## config.mk

```make
export PLATFORM = sky130hd
export DESIGN_NAME = dmem_bus_bridge
export DESIGN_NICKNAME = d
export VERILOG_FILES = /design/src/rtl/dmem_bus_bridge.sv
export SDC_FILE = /design/constraint.sdc
export NUM_CORES = 1
export LEC_CHECK = 0
export BUFFER_PORTS_ARGS = -buffer_cell sky130_fd_sc_hd__buf_2
export CAP_MARGIN = 20
export CORE_MARGIN = 10
export CORE_UTILIZATION = 40
export DETAILED_ROUTE_END_ITERATION = 16
export PLACE_DENSITY_LB_ADDON = 0.05
export SYNTH_ARGS = -nofsm -noshare
export SYNTH_HDL_FRONTEND = slang
export SYNTH_SLANG_ARGS = --single-unit
```

## constraint.sdc

```tcl
create_clock -name clk -period 3.8 [get_ports clk]
set_input_delay 0.38 -clock clk [delete_from_list [all_inputs] [get_ports clk]]
set_output_delay 0.38 -clock clk [all_outputs]
set_load 0.005 [all_outputs]
```

## src/rtl/dmem_bus_bridge.sv

```systemverilog
// dmem_bus_bridge: load/store unit to request/response memory bus bridge with abort timeout
module dmem_bus_bridge #(
    parameter int TIMEOUT = 255
) (
    input  logic        clk,
    input  logic        rst,
    input  logic        cs,
    input  logic        wr,
    input  logic [3:0]  mask,
    input  logic [31:0] addr,
    input  logic [31:0] data_wr,
    output logic [31:0] data_rd,
    output logic        valid_DM,
    output logic        err,
    output logic        Stall_DM,
    output logic        bus_req_valid,
    input  logic        bus_req_ready,
    output logic        bus_we,
    output logic [3:0]  bus_be,
    output logic [31:0] bus_addr,
    output logic [31:0] bus_wdata,
    input  logic        bus_rsp_valid,
    input  logic [31:0] bus_rdata
);
    localparam logic [1:0] IDLE = 2'd0, REQ = 2'd1, WAIT = 2'd2, DONE = 2'd3;
    localparam logic [7:0] LIMIT = 8'(TIMEOUT - 1);
    logic [1:0] state;
    logic [7:0] cnt;
    logic       tmo;
    assign tmo           = cnt >= LIMIT;
    assign bus_req_valid = state == REQ;
    assign valid_DM      = state == DONE;
    assign Stall_DM      = (state == IDLE && cs) || state == REQ || state == WAIT;
    always_ff @(posedge clk or negedge rst) begin
        if (!rst) begin
            state     <= IDLE;
            cnt       <= '0;
            err       <= 1'b0;
            data_rd   <= '0;
            bus_we    <= 1'b0;
            bus_be    <= '0;
            bus_addr  <= '0;
            bus_wdata <= '0;
        end else begin
            case (state)
                IDLE: if (cs) begin
                    bus_we    <= wr;
                    bus_be    <= mask;
                    bus_addr  <= addr;
                    bus_wdata <= data_wr;
                    cnt       <= '0;
                    state     <= REQ;
                end
                REQ: begin
                    cnt <= cnt + 8'd1;
                    if (bus_req_ready) begin
                        state <= WAIT;
                    end else if (tmo) begin
                        state   <= DONE;
                        err     <= 1'b1;
                        data_rd <= '0;
                    end
                end
                WAIT: begin
                    cnt <= cnt + 8'd1;
                    // a response arriving on the timeout edge still completes normally
                    if (bus_rsp_valid) begin
                        state   <= DONE;
                        err     <= 1'b0;
                        data_rd <= bus_we ? '0 : bus_rdata;
                    end else if (tmo) begin
                        state   <= DONE;
                        err     <= 1'b1;
                        data_rd <= '0;
                    end
                end
                default: state <= IDLE;
            endcase
        end
    end
endmodule
```

======== Word level (Yosys, flattened, before mapping) ========
Index checks and enable logic that the tools add are counted.
word-level totals
  bits in registers ....................... 112
  latch bits .............................. 0
  memory bits (writable) .................. 0
  memory bits (read-only) ................. 0
  bits of input ports ..................... 106
  output and inout bits ................... 105
  word-level logic and storage cells ...... 41
  memories ................................ 0
operators by class
  add/sub/neg operators ................... 1
  $mul .................................... 0
  divide/modulo/power cells ............... 0
  magnitude comparators ................... 1
  equality and inequality tests ........... 5
  shift operators ......................... 0
  multiplexer cells ....................... 16
  bitwise operators ....................... 0
  reduce and logical (&&, ||, !) cells .... 10
operators with widths
  operator               number
  $mux W32               4
  $pmux W32 S2           1
  $pmux W8 S2            1
  $add A8 B1 Y8 const B  1
  $ge A8 B8 Y1 const B   1
  $mux W2                4
  $mux W8                1
  $pmux W2 S3            1
  $reduce_and A2 Y1      3
  $eq A2 B2 Y1 const B   2
  $ne A2 B2 Y1 const B   2
  $reduce_bool A2 Y1     2
  $mux W1                3
  $eq A2 B1 Y1 const B   1
  $logic_not A2 Y1       1
  $logic_or A1 B1 Y1     2
  $pmux W1 S2            1
  $reduce_or A2 Y1       1
  $logic_and A1 B1 Y1    1

======== Depth between registers and ports, before layout ========
Gate-level depths: netlist of run 1.
  depth after elaboration ................. 4
  depth in mapped cells ................... 8
  gate-level depth less buffers ........... 6

======== Least setup slack after synthesis of run 1 ========
Ideal clock, no wire load.
  path kind ............................... reg-to-reg
  from .................................... register state[1]
  to ...................................... register data_rd[0]
  setup time .............................. 0.121 ns
  arrival time ............................ 1.536 ns
  required time ........................... 3.679 ns
  slack ................................... 2.143 ns
  stages on the path, launching flop included .. 8
  path buffers ............................ 1
  period minus slack after synthesis ...... 1.657 ns
  cell sequence ........................... dfrtp_1 > inv_1 > ha_1 > inv_1 > nor3_2 > o221ai_2 > buf_6 > a22o_1
between the ends
  cells in the longest elaborated chain, start to end .. 3
  elaborated cells on any way between the ends .. 6
  those cells by class .................... eq/ne (3); mux (1); reduce/logical (2)
RTL lines
  element                                                       line  text
  start, declared                                               27    logic [1:0] state;
  start signal, assigned                                        36    state <= IDLE;
  start signal, assigned                                        52    state <= REQ;
  start signal, assigned                                        57    state <= WAIT;
  $eq A2 B1 Y1 *                                                -
  net bus_req_valid                                             16    output logic bus_req_valid,
  $ne A2 B2 Y1 (no line) or $reduce_bool A2 Y1 (tied branches)  -
  $reduce_and A2 Y1 (no line)                                   -
  end signal, assigned                                          70    data_rd <= bus_we ? '0 : bus_rdata;
  end, declared                                                 12    output logic [31:0] data_rd,
The timed path passes the listed nets; every way through them passes the cells marked *.
A chain may end at the register's enable or synchronous reset.

======== Final worst setup path of run 1 ========
  from .................................... register state[1]
  to ...................................... output port Stall_DM
between the ends
  cells in the longest elaborated chain, start to end .. 4
  elaborated cells on any way between the ends .. 6
  those cells by class .................... eq/ne (2); reduce/logical (4)
RTL lines
  element               line  text
  $logic_not A2 Y1      33    assign Stall_DM = (state == IDLE && cs) || state == REQ || state == WAIT;
  $logic_and A1 B1 Y1   33
  $logic_or A1 B1 Y1    33
  $logic_or A1 B1 Y1 *  33
  end, declared         15    output logic Stall_DM,
Mark *: on every way between the ends. The rest lies on a longest branch, timed or not.

==> summary.txt, run 1 <==
Status
  – Outcome: finished clean

Logic synthesis
  – Top cells by area, synth: dfrtp_1, mux2_2, a22o_1
  – Yosys top cell area share: 63.75%
  – Syn Inst Count: 295
  – Syn_nets: between 400 and 500
  – Ys Warns: 0
  – Sequential cell area fraction in the yosys report: 63.75%
  – Mapped Avg Cell Area: roughly 15 µm²
  – Netlist cell types: 35
  – Asr flop ratio synth: 100.0%
  – Primary FF master, synth: dfrtp_1
  – Post-synthesis cell area: 0.004397 mm²
  – Yosys top cell by area: dfrtp_1
  – Yosys reg bits: ~110
  – Post-synth EDFFs: 0

Detailed routing
  – Routed vias/inst: 4.928
  – WL/cell: 18.59 µm
  – Pre-antenna DRT Iters: 4
  – Final wirelength: 12100 µm
  – DRC viols: 0
  – Final ANT Viol Nets: 0
  – Vias: 3208
  – Initial DRC Count: 150

Timing
  – Clk_skew: around 0.0074 ns
  – Slew margin rel.: between 30% and 40%
  – Setup TNS: 0 ns
  – Tmin final: 2.355 ns
  – Max-slew violation count: 0
  – Hold Fails Final Rpt: 0
  – Worst-margin pin slew: 0.9612 ns
  – # setup viols final: 0
  – Tcrit/Tclk final: 61.98%
  – Fmax: between 0.4 and 0.5 GHz
  – RSZ-0062 raised after global routing: false

Worst setup path
  – Crit path largest cell delay: 0.44 ns
  – R2R Path End: cnt[6]
  – Buf/Inv on CP: 3
  – Element type at the critical path end: primary output
  – WS Path Type: flip-flop to primary output
  – Critical path required time: 3.42 ns
  – CP Launch Type: flip-flop
  – Worst-case reg-to-reg path depth: 6
  – Critical-path cell list: inv_1 > ha_1 > nand2_2 > buf_12 > nand2b_1 > buf_2
  – Worst r2r src: state[0]
  – R2R setup slack: 1.85 ns
  – Arr. time, crit path: around 2.0 ns
  – Crit path max-delay family: buffers and inverters
  – CP Max Fanout: 58
  – CP max-delay cell: dfrtp_1

Placement
  – Final Wtd Congestion: 0.7969
  – I/O Buffers: 210
  – Post-Place Cells: 634
  – DP Area: 0.005584 mm²
  – DP HPWL: slightly above 9000 µm

Clocking
  – Num CTS Buffers: 9
  – CTS H-Tree Depth: 3
  – Clock sinks: 112
  – Worst-path clk slew: 0.10 ns
  – CTS Root Cell: clkbuf_8
  – Post-CTS Setup Inserts: 0
  – CTS tree: yes
  – # resized after CTS: 0
  – Hold Buf Count CTS: 0
  – Maximum root-to-sink buffer count: 2
  – Clk Latency, worst-skew pair: ~0.38 ns

Floorplanning
  – Floorplan row count: 38
  – Starting Density: 40.74%
  – Die footprint: 0.01559 mm²
  – Die Span X: 124.8 µm
  – Core Region: 0.01079 mm²
  – Die Height: 124.8 µm
  – Ports: 211

Hold path
  – Worst hold-check path type: input pin to asynchronous set/reset pin

Finish
  – Multi-input logic area: 0.001495 mm²
  – Final non-filler cell total: 651
  – Fill cells: around 970
  – Nets: roughly 620
  – Share of layout cells above drive strength 1: 60.59%
  – Syn-to-layout area delta: 32.50%
  – Storage cell area: 0.002803 mm²
  – Fin area: 0.005826 mm²

GRT
  – Number of global-route vias before repair: 3435
  – GR Util All Layers: 15.05%
  – Largest net degree at the start of global routing: 77
  – Initial antenna violation count: 0
  – Global route total overflow: 0
  – First-pass GRT wire length: 18950 µm

Power
  – Power density over the cells: roughly 790 mW/mm²
  – VDD IR max: 414.0 µV
  – Pleak: around 3 nW
  – Power, Total: 0.004626 W

Run
  – Max Cap Viol: 0
## cells by family (layout without fill, tap and decap cells)
logic type      count (synthesis)  count (layout)  synth area share, %
flops                         112             112                63.75
mux                            69              69                17.67
compound gates                 50              50                9.448
simple gates                   35              35                4.184
buf+inv                        19             234                2.362
fa+ha+maj                       7               7                1.992
xor+xnor                        3               3               0.5977
other cells                     0               1                    0
## layout make-up
class,instances,area share (%)
sequential,112,48.11
multi-input combinational,164,25.67
timing repair buffer,214,18.81
tap,140,3.007
clock buffer,12,2.835
clock inverter,4,1.267
inverter,4,0.2577
antenna,1,0.04296
## worst register-to-register path, cell delays in order, from the launching register on
cell and delay [ns]:
dfrtp_1 0.42, inv_1 0.12, ha_1 0.23, nor2b_1 0.50, or2_0 0.36, o21ai_0 0.15
o41ai_1 0.07
## synth_stat cells (all sizes together) (2+ instances only)
cell    number
a21o         2
a22o        33
a31oi        2
buf         12
clkbuf       3
dfrtp      112
ha           7
inv          4
mux2        69
nand2       10
nand2b       2
nand3        4
nor2         8
nor2b        2
nor3         2
nor4         3
o21ai        6
or2          2
xnor2        3
## cells in the final DEF (no fill, tap or decap), types with 2 or more instances in the layout
| master | netlist | final |
|---|---|---|
| bufinv_16 | 0 | 2 |
| nor2_2 | 1 | 2 |
| clkbuf_8 | 0 | 12 |
| nor2b_1 | 2 | 2 |
| nor4_1 | 3 | 3 |
| nand3_1 | 4 | 4 |
| nand2_1 | 9 | 8 |
| ha_1 | 7 | 7 |
| o21ai_0 | 6 | 6 |
| a31oi_1 | 2 | 2 |
| buf_4 | 0 | 4 |
| nand2_2 | 1 | 2 |
| inv_1 | 4 | 4 |
| a22o_1 | 33 | 33 |
| nor2_1 | 7 | 6 |
| xnor2_1 | 3 | 3 |
| nand2b_1 | 2 | 2 |
| buf_2 | 8 | 209 |
| mux2_2 | 69 | 69 |
| dfrtp_1 | 112 | 112 |
## state kept, by name, summed over array words and instances (netlist names)
| register | count |
|---|---|
| bus_addr | 32 |
| bus_wdata | 32 |
| data_rd | 32 |
| cnt | 8 |
| bus_be | 4 |
| state | 2 |
| bus_we | 1 |
| err | 1 |
## through the flow
stage               hold slack [ns]  setup WS (ns)  util [%]
detailed placement           0.4862          1.806     51.74
global route                 0.1961          1.302     53.95
CTS                          0.1723          1.379     53.95
finish                       0.1276          1.445     53.98
floorplan                   0.08441          2.143         -
global placement             0.4812          1.852     51.74
## worst max path at each step
stage / startpoint / endpoint / slack [ns] / depth (start not counted)
floorplan: state[1] / data_rd[0] / 2.14 / 7
global placement: state[1] / Stall_DM / 1.85 / 6
detailed placement: state[1] / Stall_DM / 1.81 / 6
CTS: state[1] / Stall_DM / 1.38 / 6
global route: state[1] / Stall_DM / 1.30 / 6
finish: state[1] / Stall_DM / 1.44 / 6
## where the power goes
part	leakage (nW)	switching, W	internal (W)
Clock	0.123	0.000395	0.000427
Combinational	1.48	0.000788	0.000994
Sequential	1.38	0.000275	0.00175
## routing by layer
layer / vias up / part of all wire (%) / GRT usage, %
met3: 13 / 9.0 / 5.362
met4: 0 / 1.5 / 5.691
li1: 1487 / - / -
met2: 134 / 47 / 24.38
met1: 1574 / 42 / 17.96
met5: - / 0 / 0
Power figures use the tool's default switching activity.
==> run 2, diff against run 1 <==
==> constraint.sdc (replaced) <==
create_clock -name clk -period 2.1 [get_ports clk]
set_input_delay 0.21 -clock clk [delete_from_list [all_inputs] [get_ports clk]]
set_output_delay 0.21 -clock clk [all_outputs]
set_load 0.005 [all_outputs]
==> summary.txt, run 2 (synthesis gave the netlist of run 1 again) <==
GRT
  – Initial antenna violation count: 0 (unchanged)
  – GR Util All Layers: 15.40% (+0.36 points)
  – Number of global-route vias before repair: 3474 (+1.1%)
  – Global route total overflow: 0 (unchanged)
  – First-pass GRT wire length: 19260 µm (+1.7%)
  – Largest net degree at the start of global routing: 61 (-21%)

Placement
  – Final Wtd Congestion: 0.7581 (-4.9%)
  – DP Area: 0.005619 mm² (+0.63%)
  – DP HPWL: 9433 µm (+0.90%)
  – Post-Place Cells: 637 (+0.47%)
  – I/O Buffers: 210 (unchanged)

Floorplanning
  – Core Region: 0.01079 mm² (unchanged)
  – Die Span X: 124.8 µm (unchanged)
  – Starting Density: 40.74% (unchanged)
  – Die footprint: 0.01559 mm² (unchanged)
  – Floorplan row count: 38 (unchanged)
  – Die Height: 124.8 µm (unchanged)
  – Ports: 211 (unchanged)

Hold path
  – Worst hold-check path type: input pin to flip-flop

Detailed routing
  – Final ANT Viol Nets: 0 (unchanged)
  – DRC viols: 0 (unchanged)
  – Pre-antenna DRT Iters: 4 (unchanged)
  – Routed vias/inst: 4.867 (-1.2%)
  – WL/cell: 18.63 µm (+0.22%)
  – Vias: 3183 (-0.78%)
  – Initial DRC Count: 151 (+0.67%)
  – Final wirelength: 12190 µm (+0.69%)

Worst setup path
  – WS Path Type: flip-flop to primary output
  – CP Launch Type: flip-flop
  – Arr. time, crit path: 1.77 ns (-0.21 ns)
  – Critical path required time: 1.89 ns (-1.53 ns)
  – CP Max Fanout: 6 (-90%)
  – Element type at the critical path end: primary output

Power
  – Sequential fraction of design power: 43.3% (-0.4 points)
  – Switching Share: 31.30% (-0.23 points)
  – VDD IR max: 955.2 µV (+130%)
  – Switching Power: 0.002648 W (+82%)
  – Power density over the cells: 1439 mW/mm² (+81%)
  – Comb pwr share: 38.6% (about the same)
  – Pint: 0.005813 W (+84%)
  – Clock power frac: 18.1% (+0.3 points)
  – Pleak: 3.000 nW (+0.73%)
  – Power, Total: 0.008461 W (+83%)

Clocking
  – Maximum root-to-sink buffer count: 2 (unchanged)
  – CTS Root Cell: clkbuf_8
  – Worst-path clk slew: 0.10 ns (about the same)
  – Post-CTS Setup Inserts: 0 (unchanged)
  – Num CTS Buffers: 9 (unchanged)
  – Clk Latency, worst-skew pair: 0.37 ns (about the same)
  – CTS H-Tree Depth: 3 (unchanged)
  – CTS tree: yes
  – Clock sinks: 112 (unchanged)

Finish
  – Syn-to-layout area delta: 33.75%
  – Nets: 622 (+0.65%)
  – Final non-filler cell total: 654 (+0.46%)
  – Fill cells: 927 (-4.3%)
  – Largest regs: bus_addr x32, bus_wdata x32, data_rd x32
  – Most frequent cells in the layout: buf_2, dfrtp_1, mux2_2
  – Share of layout cells above drive strength 1: 61.09% (+0.50 points)
  – Leading cell type in the layout, fill and taps excluded: buf_2
  – Inserted Diodes: 0 (-1)
  – Fin area: 0.005881 mm² (+0.94%)

Timing
  – # setup viols final: 0 (unchanged)
  – Tcrit/Tclk final: ~94%
  – Worst-margin pin slew: 0.5936 ns (-0.3676 ns)
  – Fmax: 0.5049 GHz
  – Clk_skew: 0.01033 ns (+0.002882 ns)
  – Setup TNS: 0 ns (unchanged)
  – Hold_ws: 0.04553 ns (-0.08208 ns)
  – Tmin final: 1.981 ns
  – Slew margin rel.: 60.43% (+25 points)
  – Hold Fails Final Rpt: 0 (unchanged)
  – Max-slew violation count: 0 (unchanged)

Run
  – Max Cap Viol: 0 (unchanged)

Status
  – Outcome: finished clean
## run 2: cell count changes in the layout (fill, tap and decap cells not counted), sizes merged
cell / previous run / this run
clkbuf: 12 / 11
buf: 214 / 217
bufinv: 2 / 3
inv: 5 / 4
dlygate4sd3: 0 / 1
diode: 1 / 0
clkinv: 1 / 2
## run 2: per-layer routing
metal  global-route usage (%)  vias up  share of wire [%]
met4                    5.488        0                1.2
li1                         -     1490                  -
met1                    18.92     1555                 43
met5                        0        -                  0
met3                    4.936        8                7.5
met2                    24.91      130                 48
## run 2: power by group through the flow
stage / clock network, W / registers (W) / logic (W)
2_1_floorplan: 0 / 0.00378 / 0.00161
3_3_place_gp: 0 / 0.00367 / 0.00327
3_5_place_dp: 0 / 0.00370 / 0.00333
4_1_cts: 0.00158 / 0.00367 / 0.00333
5_1_grt: 0.00167 / 0.00380 / 0.00361
6_report: 0.00153 / 0.00366 / 0.00327
## run 2: critical path, cell delays in order (launching register included)
cell and delay [ns]:
dfrtp_1 0.41, inv_1 0.10, ha_1 0.29, or2_2 0.33, nand2b_1 0.13, buf_2 0.14
## run 2: layout make-up
cell class / instances / area [µm²] / share of cell area (%)
flip-flops and latches: 112 / 2804 / 47.68
multi-input cells: 164 / 1500 / 25.51
repair buffers: 218 / 1141 / 19.40
well taps: 140 / 175.2 / 2.979
clock buffers: 11 / 141.4 / 2.404
clock inverters: 5 / 103.9 / 1.766
inverters: 4 / 15.01 / 0.2553
## run 2: per-stage QoR
step,util (%),setup slack (ns)
after floorplan,-,0.4435
after global placement,52.06,0.2896
after detailed placement,52.06,0.1632
after CTS,54.43,0.09879
after global routing,54.49,-0.002734
final,54.49,0.1195
## run 2: what timing repair did
| item | in CTS | in global routing |
|---|---|---|
| hold buffers | 1 | 0 |
| setup endpoints to repair | 0 | 4 |
| endpoints found under the hold margin | 40 | 0 |
| resized for setup | 0 | 3 |
## run 2: final timing paths
kind / start / end / slack (ns) / depth (start not counted)
max: state[0] / Stall_DM / 0.12 / 5
min: bus_rdata[3] / data_rd[3] / 0.05 / 2
min in group asynchronous: rst / bus_wdata[20] / 0.38 / 2
max in group asynchronous: rst / state[1] / 1.05 / 3
max reg2reg: state[1] / data_rd[14] / 0.23 / 7
min reg2reg: bus_wdata[4] / bus_wdata[4] / 0.51 / 1
==> run 3, diff against run 2 <==
==> constraint.sdc (replaced) <==
create_clock -name clk -period 2 [get_ports clk]
set_input_delay 0.2 -clock clk [delete_from_list [all_inputs] [get_ports clk]]
set_output_delay 0.2 -clock clk [all_outputs]
set_load 0.005 [all_outputs]
==> summary.txt, run 3 (synthesis gave the netlist of run 1 again) <==
Status
  – Outcome: finished clean

Detailed routing
  – Vias: 3180 (-0.094%)
  – Routed vias/inst: 4.855 (-0.25%)
  – Pre-antenna DRT Iters: 4 (unchanged)
  – Initial DRC Count: 153 (+1.3%)
  – DRC viols: 0 (unchanged)
  – WL/cell: 18.65 µm (about the same)
  – Final ANT Viol Nets: 0 (unchanged)
  – Final wirelength: 12210 µm (+0.21%)

Clocking
  – Post-CTS Setup Inserts: 0 (unchanged)
  – CTS tree: yes
  – Clock sinks: 112 (unchanged)
  – Maximum root-to-sink buffer count: 2 (unchanged)
  – CTS Root Cell: clkbuf_8
  – CTS H-Tree Depth: 3 (unchanged)
  – Num CTS Buffers: 9 (unchanged)
  – Worst-path clk slew: 0.11 ns (about the same)
  – Clk Latency, worst-skew pair: 0.37 ns (about the same)

GRT
  – First-pass GRT wire length: 19290 µm (+0.11%)
  – Global route total overflow: 0 (unchanged)
  – Initial antenna violation count: 0 (unchanged)
  – Largest net degree at the start of global routing: 45 (-26%)
  – GR Util All Layers: 15.20% (-0.20 points)
  – Number of global-route vias before repair: 3479 (+0.14%)

Worst setup path
  – CP Launch Type: flip-flop
  – WS Path Type: flip-flop to primary output
  – Critical path required time: 1.80 ns (-0.09 ns)
  – Arr. time, crit path: 1.68 ns (-0.09 ns)
  – Crit path from: state[0]
  – Element type at the critical path end: primary output
  – Worst-case reg-to-reg path depth: 6 (-1)
  – CP Max Fanout: 6 (unchanged)
  – Worst r2r src: state[1]

Timing
  – Worst-margin pin slew: 0.4172 ns (-0.1764 ns)
  – Tcrit/Tclk final: 93.84%
  – Fmax: ~0.53 GHz
  – Clk_skew: 0.01645 ns (+0.006121 ns)
  – # setup viols final: 0 (unchanged)
  – Slew margin rel.: 72.19% (+12 points)
  – Setup TNS: 0 ns (unchanged)
  – Hold Fails Final Rpt: 0 (unchanged)
  – Max-slew violation count: 0 (unchanged)
  – RSZ-0062 raised after global routing: false
  – Tmin final: 1.877 ns

Floorplanning
  – Die footprint: 0.01559 mm² (unchanged)
  – Die Span X: 124.8 µm (unchanged)
  – Core Region: 0.01079 mm² (unchanged)
  – Die Height: 124.8 µm (unchanged)
  – Starting Density: 40.74% (unchanged)
  – Floorplan row count: 38 (unchanged)
  – Ports: 211 (unchanged)

Finish
  – Nets: 622 (unchanged)
  – Leading cell type in the layout, fill and taps excluded: buf_2
  – Final non-filler cell total: 655 (+0.15%)
  – Fill cells: 967 (+4.3%)
  – Most frequent cells in the layout: buf_2, dfrtp_1, mux2_2
  – Share of layout cells above drive strength 1: 61.28% (+0.19 points)
  – Largest regs: bus_addr x32, bus_wdata x32, data_rd x32
  – Syn-to-layout area delta: 33.18%

Power
  – Power density over the cells: 1463 mW/mm² (+1.7%)
  – Power, Total: 0.008568 W (+1.3%)
  – VDD IR max: 609.9 µV (-36%)
  – Pleak: 2.977 nW (-0.76%)

Placement
  – DP HPWL: 9559 µm (+1.3%)
  – Final Wtd Congestion: 0.7552 (-0.38%)
  – I/O Buffers: 210 (unchanged)
  – Post-Place Cells: 637 (unchanged)

Run
  – Max Cap Viol: 0 (unchanged)

Hold path
  – Hold path cells: 2 (unchanged)
  – Hold path startpoint: bus_rdata[4]
  – Worst hold-check path type: input pin to flip-flop
==> run 3: cell count changes in the layout (fill, tap and decap cells not counted), moves of 2 or more <==
cell,delta
inv_6,+2
buf_4,-3
buf_12,+3
bufinv_16,-3
==> run 3: final timing paths <==
kind,to,slack (ns)
max in group asynchronous,data_rd[30],1.12
hold reg to reg,bus_addr[19],0.51
min in group asynchronous,bus_wdata[13],0.30
hold / removal,data_rd[4],0.04
setup / recovery,Stall_DM,0.12
setup reg to reg,cnt[6],0.15
==> run 3: worst max-delay path: stages, from the launching register on <==
cell and delay, ns:
dfrtp_1 0.41, inv_1 0.10, ha_2 0.23, or2_2 0.31, nand2b_1 0.14, buf_2 0.14
==> run 3: power breakdown <==
group / switching, W / leakage (nW) / internal (W)
clock: 0.000796 / 0.0892 / 0.000473
sequential: 0.000519 / 1.38 / 0.00332
combinational: 0.00152 / 1.51 / 0.00194
==> run 3: final cells by class <==
type	count	area, µm²	share of cell area [%]
diodes	1	2.502	0.04274
clock buffers	10	127.6	2.179
clock inverters	6	50.05	0.8547
inverters	4	15.01	0.2564
multi-input cells	164	1503	25.66
flip-flops and latches	112	2804	47.88
well taps	140	175.2	2.991
repair buffers	218	1179	20.13
==> run 3: per-stage QoR <==
step	utilization (%)	setup WS [ns]	area (µm²)	hold WS, ns
finish	54.25	0.1233	5856	0.03844
global route	54.23	0.02749	5853	0.006234
CTS	54.15	0.01546	5844	0.01521
detailed placement	52.41	0.06375	5657	0.1702
global placement	52.41	0.1752	5657	0.1661
floorplan	-	0.3435	4397	-0.09559
==> run 3: per-layer routing <==
metal | global-route usage (%) | routed length, µm | vias up
met5 | 0 | 0 | -
li1 | - | - | 1495
met2 | 25.03 | 5946 | 123
met4 | 4.268 | 107 | 0
met3 | 5.660 | 947 | 7
met1 | 18.23 | 5212 | 1555
==> run 3: what timing repair did <==
action                                 CTS  global route
setup endpoints to repair                0             9
resized for setup                        0             4
hold buffers                             1             0
endpoints found under the hold margin   27             0
